**src/rtl/llc_update_seq_if.sv**
```systemverilog
// llc_update_seq_if
//   Groups the command handshake from the LLC controller and the array
//   write-port bus driven by the update sequencer.
//   master : command source / array side (drives req_*, state/hprot buffers,
//            arr_stall; observes req_ready, wr_*, done, flush_count)
//   slave  : the sequencer (llc_update_seq)
interface llc_update_seq_if #(
  parameter int WAYS         = 16,
  parameter int PORTS        = 4,
  parameter int SET_BITS     = 8,
  parameter int TAG_BITS     = 20,
  parameter int LINE_BITS    = 128,
  parameter int STATE_BITS   = 3,
  parameter int HPROT_BITS   = 1,
  parameter int SHARERS_BITS = 16,
  parameter int OWNER_BITS   = 4
);
  localparam int NG = WAYS / PORTS;
  localparam int GW = (NG > 1) ? $clog2(NG) : 1;
  localparam int WW = (WAYS > 1) ? $clog2(WAYS) : 1;

  // command side
  logic                       req_valid;
  logic                       req_ready;
  logic [1:0]                 req_mode;
  logic [SET_BITS-1:0]        req_set;
  logic [WW-1:0]              req_way;
  logic [TAG_BITS-1:0]        req_tag;
  logic [LINE_BITS-1:0]       req_line;
  logic [STATE_BITS-1:0]      req_state;
  logic [HPROT_BITS-1:0]      req_hprot;
  logic [OWNER_BITS-1:0]      req_owner;
  logic [SHARERS_BITS-1:0]    req_sharers;
  logic                       req_dirty;
  logic [WW-1:0]              req_evict_way;
  logic                       req_update_evict;
  logic [WAYS*STATE_BITS-1:0] states_buf;
  logic [WAYS*HPROT_BITS-1:0] hprots_buf;

  // array side
  logic                       arr_stall;
  logic [SET_BITS-1:0]        wr_set;
  logic [GW-1:0]              wr_group;
  logic [PORTS-1:0]           wr_port_en;
  logic [TAG_BITS-1:0]        wr_data_tag;
  logic [LINE_BITS-1:0]       wr_data_line;
  logic [STATE_BITS-1:0]      wr_data_state;
  logic [HPROT_BITS-1:0]      wr_data_hprot;
  logic [OWNER_BITS-1:0]      wr_data_owner;
  logic [SHARERS_BITS-1:0]    wr_data_sharers;
  logic                       wr_data_dirty;
  logic                       wr_en_evict_way;
  logic [WW-1:0]              wr_data_evict_way;

  // status
  logic                       done;
  logic [WW:0]                flush_count;

  modport master (
    output req_valid, req_mode, req_set, req_way, req_tag, req_line, req_state,
           req_hprot, req_owner, req_sharers, req_dirty, req_evict_way,
           req_update_evict, states_buf, hprots_buf, arr_stall,
    input  req_ready, wr_set, wr_group, wr_port_en, wr_data_tag, wr_data_line,
           wr_data_state, wr_data_hprot, wr_data_owner, wr_data_sharers,
           wr_data_dirty, wr_en_evict_way, wr_data_evict_way, done, flush_count
  );

  modport slave (
    input  req_valid, req_mode, req_set, req_way, req_tag, req_line, req_state,
           req_hprot, req_owner, req_sharers, req_dirty, req_evict_way,
           req_update_evict, states_buf, hprots_buf, arr_stall,
    output req_ready, wr_set, wr_group, wr_port_en, wr_data_tag, wr_data_line,
           wr_data_state, wr_data_hprot, wr_data_owner, wr_data_sharers,
           wr_data_dirty, wr_en_evict_way, wr_data_evict_way, done, flush_count
  );
endinterface

```
**src/rtl/llc_update_seq.sv**
```systemverilog
// llc_update_seq
//   Multi-beat write-back sequencer between the LLC controller and the LLC
//   tag/state/data arrays. One command is accepted per handshake and written
//   to the arrays PORTS ways per beat.
//   Commands (req_mode): 0 WAY_WB single way, 1 RST whole set,
//                        2 FLUSH eligible ways of a set, 3 RST_ALL every set.
//   Ports:
//     clk, rst : clock, asynchronous active-high reset
//     bus      : llc_update_seq_if.slave (command handshake, array write
//                beat outputs, arr_stall back-pressure, done pulse,
//                flush_count of the last FLUSH)
//   All beat outputs are registered; the first beat appears the cycle after
//   acceptance, and a beat advances on every cycle with arr_stall low.
module llc_update_seq #(
  parameter int WAYS         = 16,
  parameter int PORTS        = 4,
  parameter int SET_BITS     = 8,
  parameter int TAG_BITS     = 20,
  parameter int LINE_BITS    = 128,
  parameter int STATE_BITS   = 3,
  parameter int HPROT_BITS   = 1,
  parameter int SHARERS_BITS = 16,
  parameter int OWNER_BITS   = 4,
  parameter int STATE_VALID  = 1,
  parameter int HPROT_DATA   = 1
) (
  input logic             clk,
  input logic             rst,
  llc_update_seq_if.slave bus
);
  localparam int NG = WAYS / PORTS;
  localparam int GW = (NG > 1) ? $clog2(NG) : 1;
  localparam int WW = (WAYS > 1) ? $clog2(WAYS) : 1;
  localparam int PB = (PORTS > 1) ? $clog2(PORTS) : 0;

  localparam logic [GW-1:0] LAST_G = GW'(NG - 1);

  localparam logic [1:0] M_WAY_WB  = 2'd0;
  localparam logic [1:0] M_RST     = 2'd1;
  localparam logic [1:0] M_FLUSH   = 2'd2;
  localparam logic [1:0] M_RST_ALL = 2'd3;

  typedef enum logic [1:0] {
    S_IDLE = 2'd0,
    S_BEAT = 2'd1,
    S_DONE = 2'd2
  } state_t;

  state_t                  state_q, state_d;
  logic [1:0]              mode_q, mode_d;
  logic [SET_BITS-1:0]     set_q, set_d;
  logic [GW-1:0]           group_q, group_d;
  logic [PORTS-1:0]        port_en_q, port_en_d;
  logic [TAG_BITS-1:0]     tag_q, tag_d;
  logic [LINE_BITS-1:0]    line_q, line_d;
  logic [STATE_BITS-1:0]   st_q, st_d;
  logic [HPROT_BITS-1:0]   hprot_q, hprot_d;
  logic [OWNER_BITS-1:0]   owner_q, owner_d;
  logic [SHARERS_BITS-1:0] sharers_q, sharers_d;
  logic                    dirty_q, dirty_d;
  logic                    ev_en_q, ev_en_d;
  logic [WW-1:0]           ev_way_q, ev_way_d;
  logic [WAYS-1:0]         elig_q, elig_d;
  logic [WW:0]             fc_q, fc_d;
  logic                    done_q, done_d;

  // Flush eligibility of the incoming buffers and per-group occupancy,
  // both for the live request and for the mask captured at acceptance.
  logic [WAYS-1:0] elig_in;
  logic [NG-1:0]   any_in;
  logic [NG-1:0]   any_q;

  genvar gi;
  generate
    for (gi = 0; gi < WAYS; gi++) begin : g_elig
      assign elig_in[gi] =
        (bus.states_buf[gi*STATE_BITS +: STATE_BITS] == STATE_BITS'(STATE_VALID)) &&
        (bus.hprots_buf[gi*HPROT_BITS +: HPROT_BITS] == HPROT_BITS'(HPROT_DATA));
    end
    for (gi = 0; gi < NG; gi++) begin : g_any
      assign any_in[gi] = |elig_in[gi*PORTS +: PORTS];
      assign any_q[gi]  = |elig_q[gi*PORTS +: PORTS];
    end
  endgenerate

  // Lowest non-empty group at or above lo; MSB of the result flags a hit.
  function automatic logic [GW:0] find_group(input logic [NG-1:0] any, input int lo);
    logic [GW:0] r;
    r = '0;
    for (int g = NG - 1; g >= 0; g--) begin
      if (g >= lo && any[g]) r = {1'b1, GW'(g)};
    end
    return r;
  endfunction

  function automatic logic [WW:0] popcount(input logic [WAYS-1:0] v);
    logic [WW:0] c;
    c = '0;
    for (int i = 0; i < WAYS; i++) c = c + (WW+1)'(v[i]);
    return c;
  endfunction

  logic          finish;
  logic [GW:0]   hit;
  logic [WW-1:0] port_idx;

  always_comb begin
    state_d   = state_q;
    mode_d    = mode_q;
    set_d     = set_q;
    group_d   = group_q;
    port_en_d = port_en_q;
    tag_d     = tag_q;
    line_d    = line_q;
    st_d      = st_q;
    hprot_d   = hprot_q;
    owner_d   = owner_q;
    sharers_d = sharers_q;
    dirty_d   = dirty_q;
    ev_en_d   = ev_en_q;
    ev_way_d  = ev_way_q;
    elig_d    = elig_q;
    fc_d      = fc_q;
    done_d    = 1'b0;
    finish    = 1'b0;
    hit       = '0;
    port_idx  = '0;

    // Data outputs are already zero in IDLE (cleared on every finish and by
    // reset), so RST/FLUSH/RST_ALL only need to set enables here.
    case (state_q)
      S_IDLE: begin
        if (bus.req_valid) begin
          mode_d  = bus.req_mode;
          set_d   = bus.req_set;
          group_d = '0;
          elig_d  = '0;
          case (bus.req_mode)
            M_WAY_WB: begin
              state_d   = S_BEAT;
              group_d   = GW'(bus.req_way >> PB);
              port_idx  = bus.req_way & WW'(PORTS - 1);
              port_en_d = PORTS'(1) << port_idx;
              tag_d     = bus.req_tag;
              line_d    = bus.req_line;
              st_d      = bus.req_state;
              hprot_d   = bus.req_hprot;
              owner_d   = bus.req_owner;
              sharers_d = bus.req_sharers;
              dirty_d   = bus.req_dirty;
              ev_en_d   = bus.req_update_evict;
              ev_way_d  = bus.req_evict_way;
            end
            M_FLUSH: begin
              elig_d = elig_in;
              hit    = find_group(any_in, 0);
              if (hit[GW]) begin
                state_d   = S_BEAT;
                group_d   = hit[GW-1:0];
                port_en_d = elig_in[int'(hit[GW-1:0])*PORTS +: PORTS];
              end else begin
                // Nothing to invalidate: straight to DONE with zero beats.
                finish = 1'b1;
                fc_d   = '0;
              end
            end
            default: begin
              // RST and RST_ALL start at group 0 with the evict-way reset.
              state_d   = S_BEAT;
              if (bus.req_mode == M_RST_ALL) set_d = '0;
              port_en_d = '1;
              ev_en_d   = 1'b1;
              ev_way_d  = '0;
            end
          endcase
        end
      end

      S_BEAT: begin
        if (!bus.arr_stall) begin
          case (mode_q)
            M_WAY_WB: finish = 1'b1;
            M_FLUSH: begin
              hit = find_group(any_q, int'(group_q) + 1);
              if (hit[GW]) begin
                group_d   = hit[GW-1:0];
                port_en_d = elig_q[int'(hit[GW-1:0])*PORTS +: PORTS];
              end else begin
                finish = 1'b1;
                fc_d   = popcount(elig_q);
              end
            end
            default: begin
              ev_en_d = 1'b0;
              if (group_q != LAST_G) begin
                group_d = group_q + 1'b1;
              end else if (mode_q == M_RST_ALL && !(&set_q)) begin
                // Next set restarts at group 0, with its own evict-way reset.
                set_d   = set_q + 1'b1;
                group_d = '0;
                ev_en_d = 1'b1;
              end else begin
                finish = 1'b1;
              end
            end
          endcase
        end
      end

      S_DONE: state_d = S_IDLE;

      default: state_d = S_IDLE;
    endcase

    if (finish) begin
      state_d   = S_DONE;
      done_d    = 1'b1;
      port_en_d = '0;
      tag_d     = '0;
      line_d    = '0;
      st_d      = '0;
      hprot_d   = '0;
      owner_d   = '0;
      sharers_d = '0;
      dirty_d   = 1'b0;
      ev_en_d   = 1'b0;
      ev_way_d  = '0;
    end
  end

  always_ff @(posedge clk or posedge rst) begin
    if (rst) begin
      state_q   <= S_IDLE;
      mode_q    <= '0;
      set_q     <= '0;
      group_q   <= '0;
      port_en_q <= '0;
      tag_q     <= '0;
      line_q    <= '0;
      st_q      <= '0;
      hprot_q   <= '0;
      owner_q   <= '0;
      sharers_q <= '0;
      dirty_q   <= 1'b0;
      ev_en_q   <= 1'b0;
      ev_way_q  <= '0;
      elig_q    <= '0;
      fc_q      <= '0;
      done_q    <= 1'b0;
    end else begin
      state_q   <= state_d;
      mode_q    <= mode_d;
      set_q     <= set_d;
      group_q   <= group_d;
      port_en_q <= port_en_d;
      tag_q     <= tag_d;
      line_q    <= line_d;
      st_q      <= st_d;
      hprot_q   <= hprot_d;
      owner_q   <= owner_d;
      sharers_q <= sharers_d;
      dirty_q   <= dirty_d;
      ev_en_q   <= ev_en_d;
      ev_way_q  <= ev_way_d;
      elig_q    <= elig_d;
      fc_q      <= fc_d;
      done_q    <= done_d;
    end
  end

  assign bus.req_ready         = (state_q == S_IDLE);
  assign bus.wr_set            = set_q;
  assign bus.wr_group          = group_q;
  assign bus.wr_port_en        = port_en_q;
  assign bus.wr_data_tag       = tag_q;
  assign bus.wr_data_line      = line_q;
  assign bus.wr_data_state     = st_q;
  assign bus.wr_data_hprot     = hprot_q;
  assign bus.wr_data_owner     = owner_q;
  assign bus.wr_data_sharers   = sharers_q;
  assign bus.wr_data_dirty     = dirty_q;
  assign bus.wr_en_evict_way   = ev_en_q;
  assign bus.wr_data_evict_way = ev_way_q;
  assign bus.done              = done_q;
  assign bus.flush_count       = fc_q;
endmodule

```
**src/flat_wrapper.sv**
```systemverilog
// flat-port wrapper written by rule: the top's interface ports become plain ports
module llc_update_seq_flat 
#(
  parameter int WAYS         = 16,
  parameter int PORTS        = 4,
  parameter int SET_BITS     = 8,
  parameter int TAG_BITS     = 20,
  parameter int LINE_BITS    = 128,
  parameter int STATE_BITS   = 3,
  parameter int HPROT_BITS   = 1,
  parameter int SHARERS_BITS = 16,
  parameter int OWNER_BITS   = 4,
  parameter int STATE_VALID  = 1,
  parameter int HPROT_DATA   = 1
)
  (clk, rst, bus_req_valid, bus_req_mode, bus_req_set, bus_req_way, bus_req_tag, bus_req_line, bus_req_state, bus_req_hprot, bus_req_owner, bus_req_sharers, bus_req_dirty, bus_req_evict_way, bus_req_update_evict, bus_states_buf, bus_hprots_buf, bus_arr_stall, bus_req_ready, bus_wr_set, bus_wr_group, bus_wr_port_en, bus_wr_data_tag, bus_wr_data_line, bus_wr_data_state, bus_wr_data_hprot, bus_wr_data_owner, bus_wr_data_sharers, bus_wr_data_dirty, bus_wr_en_evict_way, bus_wr_data_evict_way, bus_done, bus_flush_count);
  llc_update_seq_if #(.WAYS(WAYS), .PORTS(PORTS), .SET_BITS(SET_BITS), .TAG_BITS(TAG_BITS), .LINE_BITS(LINE_BITS), .STATE_BITS(STATE_BITS), .HPROT_BITS(HPROT_BITS), .SHARERS_BITS(SHARERS_BITS), .OWNER_BITS(OWNER_BITS)) bus_i ();
  input logic clk;
  input logic rst;
  input wire logic [$bits(bus_i.req_valid)-1:0] bus_req_valid;
  input wire logic [$bits(bus_i.req_mode)-1:0] bus_req_mode;
  input wire logic [$bits(bus_i.req_set)-1:0] bus_req_set;
  input wire logic [$bits(bus_i.req_way)-1:0] bus_req_way;
  input wire logic [$bits(bus_i.req_tag)-1:0] bus_req_tag;
  input wire logic [$bits(bus_i.req_line)-1:0] bus_req_line;
  input wire logic [$bits(bus_i.req_state)-1:0] bus_req_state;
  input wire logic [$bits(bus_i.req_hprot)-1:0] bus_req_hprot;
  input wire logic [$bits(bus_i.req_owner)-1:0] bus_req_owner;
  input wire logic [$bits(bus_i.req_sharers)-1:0] bus_req_sharers;
  input wire logic [$bits(bus_i.req_dirty)-1:0] bus_req_dirty;
  input wire logic [$bits(bus_i.req_evict_way)-1:0] bus_req_evict_way;
  input wire logic [$bits(bus_i.req_update_evict)-1:0] bus_req_update_evict;
  input wire logic [$bits(bus_i.states_buf)-1:0] bus_states_buf;
  input wire logic [$bits(bus_i.hprots_buf)-1:0] bus_hprots_buf;
  input wire logic [$bits(bus_i.arr_stall)-1:0] bus_arr_stall;
  output wire logic [$bits(bus_i.req_ready)-1:0] bus_req_ready;
  output wire logic [$bits(bus_i.wr_set)-1:0] bus_wr_set;
  output wire logic [$bits(bus_i.wr_group)-1:0] bus_wr_group;
  output wire logic [$bits(bus_i.wr_port_en)-1:0] bus_wr_port_en;
  output wire logic [$bits(bus_i.wr_data_tag)-1:0] bus_wr_data_tag;
  output wire logic [$bits(bus_i.wr_data_line)-1:0] bus_wr_data_line;
  output wire logic [$bits(bus_i.wr_data_state)-1:0] bus_wr_data_state;
  output wire logic [$bits(bus_i.wr_data_hprot)-1:0] bus_wr_data_hprot;
  output wire logic [$bits(bus_i.wr_data_owner)-1:0] bus_wr_data_owner;
  output wire logic [$bits(bus_i.wr_data_sharers)-1:0] bus_wr_data_sharers;
  output wire logic [$bits(bus_i.wr_data_dirty)-1:0] bus_wr_data_dirty;
  output wire logic [$bits(bus_i.wr_en_evict_way)-1:0] bus_wr_en_evict_way;
  output wire logic [$bits(bus_i.wr_data_evict_way)-1:0] bus_wr_data_evict_way;
  output wire logic [$bits(bus_i.done)-1:0] bus_done;
  output wire logic [$bits(bus_i.flush_count)-1:0] bus_flush_count;
  assign bus_i.req_valid = bus_req_valid;
  assign bus_i.req_mode = bus_req_mode;
  assign bus_i.req_set = bus_req_set;
  assign bus_i.req_way = bus_req_way;
  assign bus_i.req_tag = bus_req_tag;
  assign bus_i.req_line = bus_req_line;
  assign bus_i.req_state = bus_req_state;
  assign bus_i.req_hprot = bus_req_hprot;
  assign bus_i.req_owner = bus_req_owner;
  assign bus_i.req_sharers = bus_req_sharers;
  assign bus_i.req_dirty = bus_req_dirty;
  assign bus_i.req_evict_way = bus_req_evict_way;
  assign bus_i.req_update_evict = bus_req_update_evict;
  assign bus_i.states_buf = bus_states_buf;
  assign bus_i.hprots_buf = bus_hprots_buf;
  assign bus_i.arr_stall = bus_arr_stall;
  assign bus_req_ready = bus_i.req_ready;
  assign bus_wr_set = bus_i.wr_set;
  assign bus_wr_group = bus_i.wr_group;
  assign bus_wr_port_en = bus_i.wr_port_en;
  assign bus_wr_data_tag = bus_i.wr_data_tag;
  assign bus_wr_data_line = bus_i.wr_data_line;
  assign bus_wr_data_state = bus_i.wr_data_state;
  assign bus_wr_data_hprot = bus_i.wr_data_hprot;
  assign bus_wr_data_owner = bus_i.wr_data_owner;
  assign bus_wr_data_sharers = bus_i.wr_data_sharers;
  assign bus_wr_data_dirty = bus_i.wr_data_dirty;
  assign bus_wr_en_evict_way = bus_i.wr_en_evict_way;
  assign bus_wr_data_evict_way = bus_i.wr_data_evict_way;
  assign bus_done = bus_i.done;
  assign bus_flush_count = bus_i.flush_count;
  llc_update_seq #(.WAYS(WAYS), .PORTS(PORTS), .SET_BITS(SET_BITS), .TAG_BITS(TAG_BITS), .LINE_BITS(LINE_BITS), .STATE_BITS(STATE_BITS), .HPROT_BITS(HPROT_BITS), .SHARERS_BITS(SHARERS_BITS), .OWNER_BITS(OWNER_BITS), .STATE_VALID(STATE_VALID), .HPROT_DATA(HPROT_DATA)) u_core (.clk(clk), .rst(rst), .bus(bus_i));
endmodule
```
**config.mk**
```make
export PLATFORM = sky130hd
export DESIGN_NAME = llc_update_seq_flat
export DESIGN_NICKNAME = d
export VERILOG_FILES = /design/src/rtl/llc_update_seq_if.sv /design/src/rtl/llc_update_seq.sv /design/src/flat_wrapper.sv
export SDC_FILE = /design/constraint.sdc
export NUM_CORES = 1
export LEC_CHECK = 0
export ABC_AREA = 1
export BUFFER_PORTS_ARGS = -buffer_cell sky130_fd_sc_hd__buf_2
export CAP_MARGIN = 20
export CELL_PAD_IN_SITES_DETAIL_PLACEMENT = 0
export CELL_PAD_IN_SITES_GLOBAL_PLACEMENT = 1
export CORE_MARGIN = 8
export CORE_UTILIZATION = 34
export DETAILED_ROUTE_END_ITERATION = 10
export PLACE_DENSITY = 0.81
export SYNTH_ARGS = -nofsm -noshare
export SYNTH_HDL_FRONTEND = slang
export SYNTH_SLANG_ARGS = --single-unit
```
**constraint.sdc**
```tcl
create_clock -name clk -period 9.55 [get_ports clk]
set_input_delay 0.955 -clock clk [delete_from_list [all_inputs] [get_ports clk]]
set_output_delay 0.955 -clock clk [all_outputs]
set_load 0.01 [all_outputs]
```
==> metrics.txt <==
net load switching power=0.001657 W; Pint=around 0.0025 W; die area=37180 um2; routability cong.=about 0.86; Avg WL per Cell=18.39 um; CTS Root Cell=clkbuf_16; post-synthesis net count=1504; DP HPWL=about 28000 um; Sequential Power Share=35.0%; crit start category=flop; worst rel slew slack=between 30% and 40%; Hold Vio Cnt, Final=0; DRC=0; WP buf/inv=5; post-CTS sizing=0; die height=192.8 um; final global-route overflow total=0; max-capacitance violation count=0; DRT Pass-1 Iters=5; Layout Skew=0.01557 ns; Fill cells=3095; Setup TNS Final=0 ns; total number of vias=9960; area delta synth->final=30.76%; fin crit share=42.68%; Hold-fix buffers, CTS=0; # rows=64; Hold Path Class=flop to flop; GRT Total Usage=19.30%; setup violators final=0; fmax=245.3 MHz; CP max stage delay=0.68 ns; final worst slack=approximately 5.5 ns; Worst Hold Slack=0.4769 ns; Critical Path End Type=flop; synth top area cells=dfrtp_1 51%, nand2_1 17%, a21oi_2 8.2%, a21oi_1 3.9%, inv_1 2.8%; core area=between 30000 and 40000 um2; Initial DRC Count=around 810; Yosys warnings=0; TritonCTS Buffers=26; layout cell share with drive strength beyond 1=approximately 37%; Final Net Count=around 1900; Clock transition at path regs=0.06 ns; Combinational Power Share=39.7%; kind of critical path=flop to flop; antenna viol nets, final=0; pre-CTS setup slack=between 5 and 6 ns; clock power share=25.3%; drt via density=4.819; CTS Buffer Depth=3; CP required=9.91 ns; Arr. time, crit path=4.44 ns; Die X=192.8 um; worst-skew pair later-pin latency=0.53 ns; Final Max Slew Viols=0; Peak VDD IR=0.0001453 V; crit-path cells=nor2_2 -> inv_1 -> nor2_2 -> inv_1 -> nor2_4 -> buf_4 -> inv_4 -> buf_4 -> nand2_1 -> a21oi_1; pin count of the biggest net entering global routing=about 120; cell taking the most area after synthesis=dfrtp_1; Post-CTS Setup Inserts=0; Seq/Total Area, Yosys=51.32%; number of global-route vias before repair=10080; Pleak=7.271 nW; area of the mapped netlist=10630 um2; first-pass GRT wire length=57180 um; I/O pin total=~460; Worst Tran Pin Value=1.021 ns; H-tree depth=1; power density cells=301.5 nW/um2; initial antenna violation count=5; Critical-path top delay cell=nor2_2; wirelength, routed=roughly 38000 um; sw frac=39.56%; status=complete, no violations; largest fanout on the critical path=87; fin crit period=about 4 ns; Syn Area/Cell=8.691 um2; # clock sinks=218; Yosys reg bits=218; Initial Utilization=about a third; final core utilization=45.32%; area share of the largest cell type after synthesis=51.32%; synth unique cells=36; Port Buf Inserts=~460; CTS tree=yes; synthesized instance count=1223; unrepaired setup endpoints after global routing=false; CP top delay family=buffers and inverters
## cell families after synthesis
kind of cell	Yosys count	synth area share (%)
XOR/XNOR	2	0.1648
flip-flops	218	51.32
AND/OR/NAND/NOR	585	21.81
adder cells (fa/ha/maj)	21	3.178
AO/OA/AOI/OAI	248	15.81
buffers and inverters	149	7.710
## stage by stage
| step | instances | area, um2 | power [W] |
|---|---|---|---|
| 6_report | 2067 | 13900 | 0.004190 |
| 5_1_grt | 2065 | 13890 | 0.004463 |
| 4_1_cts | 2064 | 13890 | 0.004243 |
| 3_5_place_dp | 2017 | 12980 | 0.003167 |
| 3_3_place_gp | 2017 | 12980 | 0.003140 |
| 2_1_floorplan | 1223 | 10630 | 0.002563 |
## worst register-to-register path, delay by kind of cell, from the launching register on
kind | cells | cell delay [ns]
buf+inv | 5 | 2.20
simple gates | 4 | 1.23
flops | 1 | 0.41
compound gates | 1 | 0.09
## state kept, by name (all words and copies together), names as in the netlist, 2 cells and up
register / flops
u_core.bus.wr_port_en: 4
u_core.bus.wr_data_state: 3
u_core.state_q: 2
u_core.elig_q: 16
u_core.bus.wr_data_tag: 20
u_core.bus.wr_data_sharers: 16
u_core.bus.wr_data_owner: 4
u_core.bus.wr_set: 8
u_core.bus.wr_data_evict_way: 4
u_core.bus.wr_group: 2
u_core.bus.wr_data_line: 128
u_core.mode_q: 2
u_core.bus.flush_count: 5
## power groups by stage
stage          registers [W]  logic (W)  clock network, W
6_report             0.00147    0.00166           0.00106
5_1_grt              0.00151    0.00183           0.00112
4_1_cts              0.00146    0.00170           0.00108
3_5_place_dp         0.00148    0.00169                 0
3_3_place_gp         0.00147    0.00167                 0
2_1_floorplan        0.00162   0.000939                 0
## routing by layer
metal	track usage, %	vias up	wire [um]
met5	0	-	44
met4	6.580	6	1178
met3	4.228	76	3015
met2	33.05	387	18740
met1	23.70	4718	15030
li1	-	4773	-
## layout make-up
class                   instances  area (um2)  share of cell area, %
clock buffers                  39       770.7                  5.546
clock inverters                 8       142.6                  1.026
well taps                     396       495.5                  3.565
diodes                          3       7.507                0.05402
repair buffers                464        2337                  16.82
flip-flops and latches        218        5455                  39.25
inverters                      83       321.6                  2.314
multi-input cells             856        4368                  31.43
## cells in the final DEF, fill, tap and decap left out, drive strengths merged
cell type,Yosys,final
nor3b,1,1
a211oi,1,1
clkbuf,22,39
nand2,486,486
inv,83,83
dfrtp,218,218
o21ai,33,33
nor3,2,2
o31ai,4,4
buf,44,464
a21oi,182,182
o22ai,21,21
nand3,43,43
o21bai,1,1
diode,0,3
bufinv,0,4
o211ai,2,2
ha,11,11
xor2,2,2
clkinvlp,0,1
a31oi,2,2
a22oi,2,2
fa,10,10
nand4,4,4
clkinv,0,3
nor2,49,49
## cells in the mapped netlist, drive strengths merged
master and count:
o21bai 1, nand4 4, xor2 2, ha 11
nand2 486, nor2 49, o22ai 21, clkbuf 22
o31ai 4, nor3 2, nand3 43, o211ai 2
inv 83, a22oi 2, buf 44, dfrtp 218
a21oi 182, a211oi 1, nor3b 1, o21ai 33
fa 10, a31oi 2
## final timing paths
kind	cells after the start	slack, ns	startpoint	end
setup / recovery	10	5.47	u_core.state_q[1]	u_core.bus.wr_data_line[66]
hold / removal	2	0.48	u_core.bus.flush_count[3]	u_core.bus.flush_count[3]
setup reg to reg	10	5.47	u_core.state_q[1]	u_core.bus.wr_data_line[66]
hold reg to reg	2	0.48	u_core.bus.flush_count[3]	u_core.bus.flush_count[3]
max in group asynchronous	4	6.82	rst	u_core.bus.wr_data_tag[9]
min in group asynchronous	2	0.49	rst	u_core.bus.wr_data_line[56]
No activity file was read; power rests on OpenSTA's default activity.
